===== src/rtl/io_pkg.sv =====
// ---------------------------------------------------------------------------
// io_pkg
// Shared constants for the memory-mapped LED/switch peripheral and the
// steering stage that selects it.
//   IO_BASE_ADDR   : base address of the IO window decoded by the steering stage
//   IO_OFF_*       : byte offsets within the window (addr_out[2:0])
//   LED_W / SW_W   : number of board LEDs / switches
//   io_sel_e       : decoded register selection for an IO offset
// ---------------------------------------------------------------------------
package io_pkg;

  localparam logic [31:0] IO_BASE_ADDR = 32'hFFFF_FC00;

  localparam logic [2:0] IO_OFF_SW_LO  = 3'h0;
  localparam logic [2:0] IO_OFF_SW_HI  = 3'h2;
  localparam logic [2:0] IO_OFF_STATUS = 3'h4;

  localparam int LED_W = 24;
  localparam int SW_W  = 24;

  typedef enum logic [1:0] {
    SEL_LO     = 2'd0,
    SEL_HI     = 2'd1,
    SEL_STATUS = 2'd2,
    SEL_NONE   = 2'd3
  } io_sel_e;

  // Map a byte offset onto the register it addresses; unmapped offsets
  // select nothing so writes are dropped and reads return zero.
  function automatic io_sel_e decode_off(input logic [2:0] off);
    case (off)
      IO_OFF_SW_LO:  return SEL_LO;
      IO_OFF_SW_HI:  return SEL_HI;
      IO_OFF_STATUS: return SEL_STATUS;
      default:       return SEL_NONE;
    endcase
  endfunction

endpackage


===== src/rtl/switch_debounce.sv =====
// ---------------------------------------------------------------------------
// switch_debounce
// Two-flop synchroniser plus whole-vector debouncer for the board switches.
// A new switch vector is committed to 'stable' only after it has been seen
// unchanged for DEBOUNCE_CYCLES consecutive clocks; any difference restarts
// the count.
//   clock, reset   : system clock, asynchronous active-high reset
//   raw            : raw switches, asynchronous to clock
//   stable         : debounced switch vector
//   changed_pulse  : high for the one cycle whose closing edge loads a
//                    different value into 'stable'
// ---------------------------------------------------------------------------
module switch_debounce
  import io_pkg::*;
#(
  parameter int DEBOUNCE_CYCLES = 20000,
  parameter int CNT_W           = 16
) (
  input  logic            clock,
  input  logic            reset,
  input  logic [SW_W-1:0] raw,
  output logic [SW_W-1:0] stable,
  output logic            changed_pulse
);

  localparam logic [CNT_W-1:0] CNT_MAX = CNT_W'(DEBOUNCE_CYCLES - 1);

  logic [SW_W-1:0]  sync1_q,  sync1_d;
  logic [SW_W-1:0]  sync2_q,  sync2_d;
  logic [SW_W-1:0]  cand_q,   cand_d;
  logic [SW_W-1:0]  stable_q, stable_d;
  logic [CNT_W-1:0] cnt_q,    cnt_d;

  // NOTE: every always_comb output gets a default first so no path can
  // leave it unassigned and infer a latch.
  always_comb begin
    sync1_d  = raw;
    sync2_d  = sync1_q;
    cand_d   = cand_q;
    stable_d = stable_q;
    cnt_d    = cnt_q;

    if (sync2_q != cand_q) begin
      cand_d = sync2_q;
      cnt_d  = '0;
    end else if (cnt_q == CNT_MAX) begin
      // Counter saturates here; reloading an identical value each cycle is
      // harmless and keeps 'stable' tracking the candidate.
      stable_d = cand_q;
    end else begin
      cnt_d = cnt_q + 1'b1;
    end
  end

  // Combinational so the sticky flag in the parent sets on the same edge
  // that updates 'stable'.
  assign changed_pulse = (stable_d != stable_q);
  assign stable        = stable_q;

  // NOTE: sequential state uses non-blocking assignments so every flop
  // samples pre-edge values, regardless of statement order.
  always_ff @(posedge clock or posedge reset) begin
    if (reset) begin
      sync1_q  <= '0;
      sync2_q  <= '0;
      cand_q   <= '0;
      stable_q <= '0;
      cnt_q    <= '0;
    end else begin
      sync1_q  <= sync1_d;
      sync2_q  <= sync2_d;
      cand_q   <= cand_d;
      stable_q <= stable_d;
      cnt_q    <= cnt_d;
    end
  end

endmodule


===== src/rtl/led_switch_io.sv =====
// ---------------------------------------------------------------------------
// led_switch_io
// Memory-mapped LED/switch peripheral behind the CPU's memory/IO steering
// stage. Offsets: 0x0 switches[15:0] / LEDs[15:0], 0x2 switches[23:16] /
// LEDs[23:16], 0x4 status (bit 0 = switches-changed, cleared on read).
//   clock, reset : system clock, asynchronous active-high reset
//   led_cs       : LED write select (write on rising edge)
//   switch_cs    : switch read select (combinational read data)
//   io_addr      : byte offset within the IO window
//   io_wdata     : write data
//   sw_raw       : raw board switches (asynchronous)
//   io_rdata     : read data, zero when switch_cs is low
//   led_out      : board LED drive
// ---------------------------------------------------------------------------
module led_switch_io
  import io_pkg::*;
#(
  parameter int DEBOUNCE_CYCLES = 20000,
  parameter int CNT_W           = 16
) (
  input  logic             clock,
  input  logic             reset,
  input  logic             led_cs,
  input  logic             switch_cs,
  input  logic [2:0]       io_addr,
  input  logic [15:0]      io_wdata,
  input  logic [SW_W-1:0]  sw_raw,
  output logic [15:0]      io_rdata,
  output logic [LED_W-1:0] led_out
);

  logic [LED_W-1:0] led_q, led_d;
  logic             flag_q, flag_d;
  logic [SW_W-1:0]  sw_stable;
  logic             sw_changed;
  io_sel_e          sel;

  switch_debounce #(
    .DEBOUNCE_CYCLES (DEBOUNCE_CYCLES),
    .CNT_W           (CNT_W)
  ) u_debounce (
    .clock         (clock),
    .reset         (reset),
    .raw           (sw_raw),
    .stable        (sw_stable),
    .changed_pulse (sw_changed)
  );

  assign sel = decode_off(io_addr);

  always_comb begin
    led_d = led_q;
    if (led_cs) begin
      case (sel)
        SEL_LO:  led_d[15:0]  = io_wdata;
        SEL_HI:  led_d[23:16] = io_wdata[7:0];
        default: ;
      endcase
    end
  end

  // Set has priority over the read-clear so a change landing on the same
  // edge as a status read is not lost.
  always_comb begin
    flag_d = flag_q;
    if (switch_cs && sel == SEL_STATUS) flag_d = 1'b0;
    if (sw_changed)                     flag_d = 1'b1;
  end

  always_comb begin
    io_rdata = 16'h0000;
    if (switch_cs) begin
      case (sel)
        SEL_LO:     io_rdata = sw_stable[15:0];
        SEL_HI:     io_rdata = {8'h00, sw_stable[23:16]};
        SEL_STATUS: io_rdata = {15'h0000, flag_q};
        default:    io_rdata = 16'h0000;
      endcase
    end
  end

  // NOTE: reset is asynchronous, so LEDs and the flag clear as soon as reset
  // rises, without waiting for a clock edge.
  always_ff @(posedge clock or posedge reset) begin
    if (reset) begin
      led_q  <= '0;
      flag_q <= 1'b0;
    end else begin
      led_q  <= led_d;
      flag_q <= flag_d;
    end
  end

  assign led_out = led_q;

endmodule


===== config.mk =====
export PLATFORM = sky130hd
export DESIGN_NAME = led_switch_io
export DESIGN_NICKNAME = d
export VERILOG_FILES = /design/src/rtl/io_pkg.sv /design/src/rtl/switch_debounce.sv /design/src/rtl/led_switch_io.sv
export SDC_FILE = /design/constraint.sdc
export NUM_CORES = 1
export LEC_CHECK = 0
export CAP_MARGIN = 20
export CORE_ASPECT_RATIO = 1.75
export CORE_MARGIN = 2
export CORE_UTILIZATION = 45
export CTS_CLUSTER_DIAMETER = 40
export DETAILED_ROUTE_END_ITERATION = 10
export GPL_TIMING_DRIVEN = 0
export PLACE_DENSITY = 0.74
export SETUP_SLACK_MARGIN = 0.2
export SYNTH_ARGS = -nofsm -noshare
export SYNTH_HDL_FRONTEND = slang
export SYNTH_SLANG_ARGS = --single-unit
export TNS_END_PERCENT = 1

===== constraint.sdc =====
create_clock -name clock -period 6.86 [get_ports clock]
set_input_delay 1.372 -clock clock [delete_from_list [all_inputs] [get_ports clock]]
set_output_delay 1.372 -clock clock [all_outputs]
set_load 0.02 [all_outputs]

==> impl_metrics.csv <==
group,metric,value,unit
status,status,"complete, no violations",
critical_path,required,5.49,ns
critical_path,setup.worst_path.start_class,"input pin",
critical_path,reg2reg_from,"u_debounce.cnt_q[5]",
pwr,totalPowerFinal,2.014,mW
global_routing,grt_pass1_vias,3461,
critical_path,rr_worst_depth,6,
sta,tns,0,ns
synth,syn-cell-area,5356,um^2
pwr,worst_ir_drop_vdd,0.1804,mV
floorplan,die_h,148.3,um
cells_and_area,n_antenna_cell,0,
synth,synthTopCellsByArea,"dfrtp_1, xnor2_1, mux2_2, mux2_4, xor2_1",
floorplan,initial_utilization,46.25,%
drt,post_drt_wl_per_cell,16.11,um
sta,post-route-period-util,76.38,%
placement,portBuffers,86,
synth,postSynthAreaPerCell,14.21,um^2
clock_tree,ctsResizeCount,0,
clock_tree,cts_inserted_buffers,17,
global_routing,grt.overflow.total,0,
drt,final_antenna_net_count,0,
drt,highest_layer,"met4",
hold_path,hold-path-cell-count,0,
sta,timing.fmax,190.8,MHz
synth,synth_ff_type,"dfrtp_1",
placement,routabilityCongestion,0.7506,
critical_path,slowest_stage,"clkdlybuf4s50_1",
sta,finalHoldViolCount,0,
floorplan,io_pins,87,
floorplan,die-width,86.47,um
placement,hpwlAfterDp,7.250,mm
cells_and_area,area_growth,31.07,%
drt,drt-met1-wl,3.780,mm
drt,drc,0,
placement,dp_slack,1.540,ns
cells_and_area,n_fill_cell,914,
pwr,p_leak,2.932,nW
clock_tree,clkTransAtPathRegs,0.06,ns
floorplan,rows,52,
hold_path,min_path_type,"reg2reg",
synth,yosysTopAreaCell,"dfrtp_1",
critical_path,critPathMaxStageDelay,0.60,ns
clock_tree,h-tree-depth,4,
sta,grt_setup_unrepaired,"false",
drt,drtIter0Drc,129,
flow_run,cap_violations,0,
drt,routed_wl,10.18,mm
drt,viasPerCell,4.998,
synth,synth.distinct_cells,33,
critical_path,crit_path_end_kind,"output pin",
sta,fin_skew,0.007927,ns
critical_path,worstPathCellList,"clkdlybuf4s50_1 > or3b_2 > clkbuf_1 > nor2_1 > and2_1 > clkdlybuf4s50_1",
drt,first_pass_iters,4,
synth,synthCells,377,
clock_tree,post-cts-setup-buffer-count,0,
synth,syn_nets,425,
drt,vias,3159,
floorplan,die-area,12830,um^2
drt,met3WireLength,428,um
synth,synth-edff-count,0,
sta,report.final.slew_viol_count,0,
clock_tree,numClockSinks,137,
critical_path,cp_common_cell,"clkdlybuf4s50_1",
drt,met2_length,5.650,mm
sta,relSlewSlack,52.35,%
global_routing,grt_max_degree,108,
clock_tree,clock_latency,0.42,ns
hold_path,hold_start,"u_debounce.sync1_q[17]",
clock_tree,clockBufferDepth,2,
global_routing,grt_pass1_wl,16.69,mm
critical_path,startpoint,"io_addr[2]",
sta,layout_min_cycle_time,5.240,ns
global_routing,antenna_found_initial,0,
floorplan,core_area,11580,um^2
sta,setup_violations,0,
sta,fin_ws,1.620,ns
clock_tree,clock_tree.root_cell,"clkbuf_16",
synth,yosysTopAreaCellShare,64.00,%
clock_tree,cts_tree,"yes",
synth,yosysWarningCount,0,
critical_path,crit_fanout,8,
clock_tree,cts_hold_buffers,0,
synth,ys_seq_area_share,64.00,%
sta,tightest_slew,0.7129,ns
critical_path,cp.arrival,3.87,ns
global_routing,grt_usage,17.42,%
cells_and_area,fin_nets,532,
pwr,power_density,286.8,nW/um^2
cells_and_area,drive_gt1_share,18.91,%
critical_path,path_class,"in2out",
synth,synth_seq_cells,137,
synth,async_flop_share,100.0,%
## registers in the layout (all words and copies together) (netlist names)
signal	count
u_debounce.cnt_q	16
led_out	24
u_debounce.sync1_q	24
u_debounce.cand_q	24
u_debounce.stable	24
flag_q	1
u_debounce.sync2_q	24
## final timing paths
check / slack [ns] / end
min in group asynchronous: 1.29 / led_out[4]
max: 1.62 / io_rdata[10]
max reg2reg: 4.47 / u_debounce.stable[8]
min reg2reg: 0.35 / u_debounce.sync2_q[17]
min: 0.35 / u_debounce.sync2_q[17]
max in group asynchronous: 4.79 / u_debounce.sync2_q[8]
## cell families after synthesis
group	synth area share, %
AOI/OAI and AO/OA	0.5373
xor gates and xnor gates	10.14
adders and majority gates	0.2336
buffers and inverters	3.153
DFF	64.00
muxes	13.10
and+or+nand+nor	8.830
## area by class of cell
type	instances	area [um^2]	share of cell area [%]
flip-flops and latches	137	3428	48.83
multi-input cells	206	1759	25.06
repair buffers	88	895.9	12.76
clock buffers	17	425.4	6.060
clock inverters	15	168.9	2.406
well taps	135	168.9	2.406
plain buffers	31	157.7	2.246
inverters	3	16.27	0.2317
## cells in the final DEF (no fill, tap or decap), types with 3 or more instances in the layout
cell             count
xor2_1              16
clkbuf_16           17
and2_1               8
inv_6                4
nor3_1               3
xnor2_1             46
clkbuf_1            27
dfrtp_1            137
nand2_1              7
nand4_1             14
mux2_4              19
nand3_1              4
clkdlybuf4s50_1     86
clkinv_4             5
nor2_1              27
nor4_1               5
mux2i_1              9
and3_1               3
mux2_2              29
clkinvlp_4           3
## stage by stage
| step | hold slack, ns | std cells | instance area, um^2 | util [%] |
|---|---|---|---|---|
| floorplan | 0.3312 | 377 | 5356 | - |
| global placement | 0.3330 | 598 | 6386 | 55.14 |
| detailed placement | 0.3347 | 599 | 6419 | 55.42 |
| CTS | 0.3445 | 631 | 7013 | 60.56 |
| global route | 0.3465 | 632 | 7020 | 60.62 |
| finish | 0.3454 | 632 | 7020 | 60.62 |
## Yosys cell counts (2+ instances only)
cell type and number:
nand2_1 7, mux2_4 19, nor4b_2 2, mux2_2 29, inv_1 3, nor3_1 3
mux2i_1 9, nor2_1 27, a31oi_1 2, buf_12 2, and2_1 8, dfrtp_1 137
xnor2_1 46, clkbuf_1 27, xor2_1 16, and3_1 3, nand4_1 14, nor4_1 5
nand3_1 4
## critical path, delay by kind of cell
family / cells / cell delay (ns)
buf+inv: 3 / 1.36
simple gates: 3 / 1.13
## per-layer routing
| metal | GRT usage, % | vias up |
|---|---|---|
| li1 | - | 1468 |
| met1 | 18.35 | 1587 |
| met2 | 30.58 | 80 |
| met3 | 5.161 | 24 |
| met4 | 9.297 | 0 |
| met5 | 0 | - |
## power by group
group          leakage, nW  switching [mW]  internal [mW]
Combinational        0.950          0.0976          0.119
Clock                0.282           0.363          0.542
Sequential            1.70          0.0315          0.861
(Power assumes the default switching activity.)
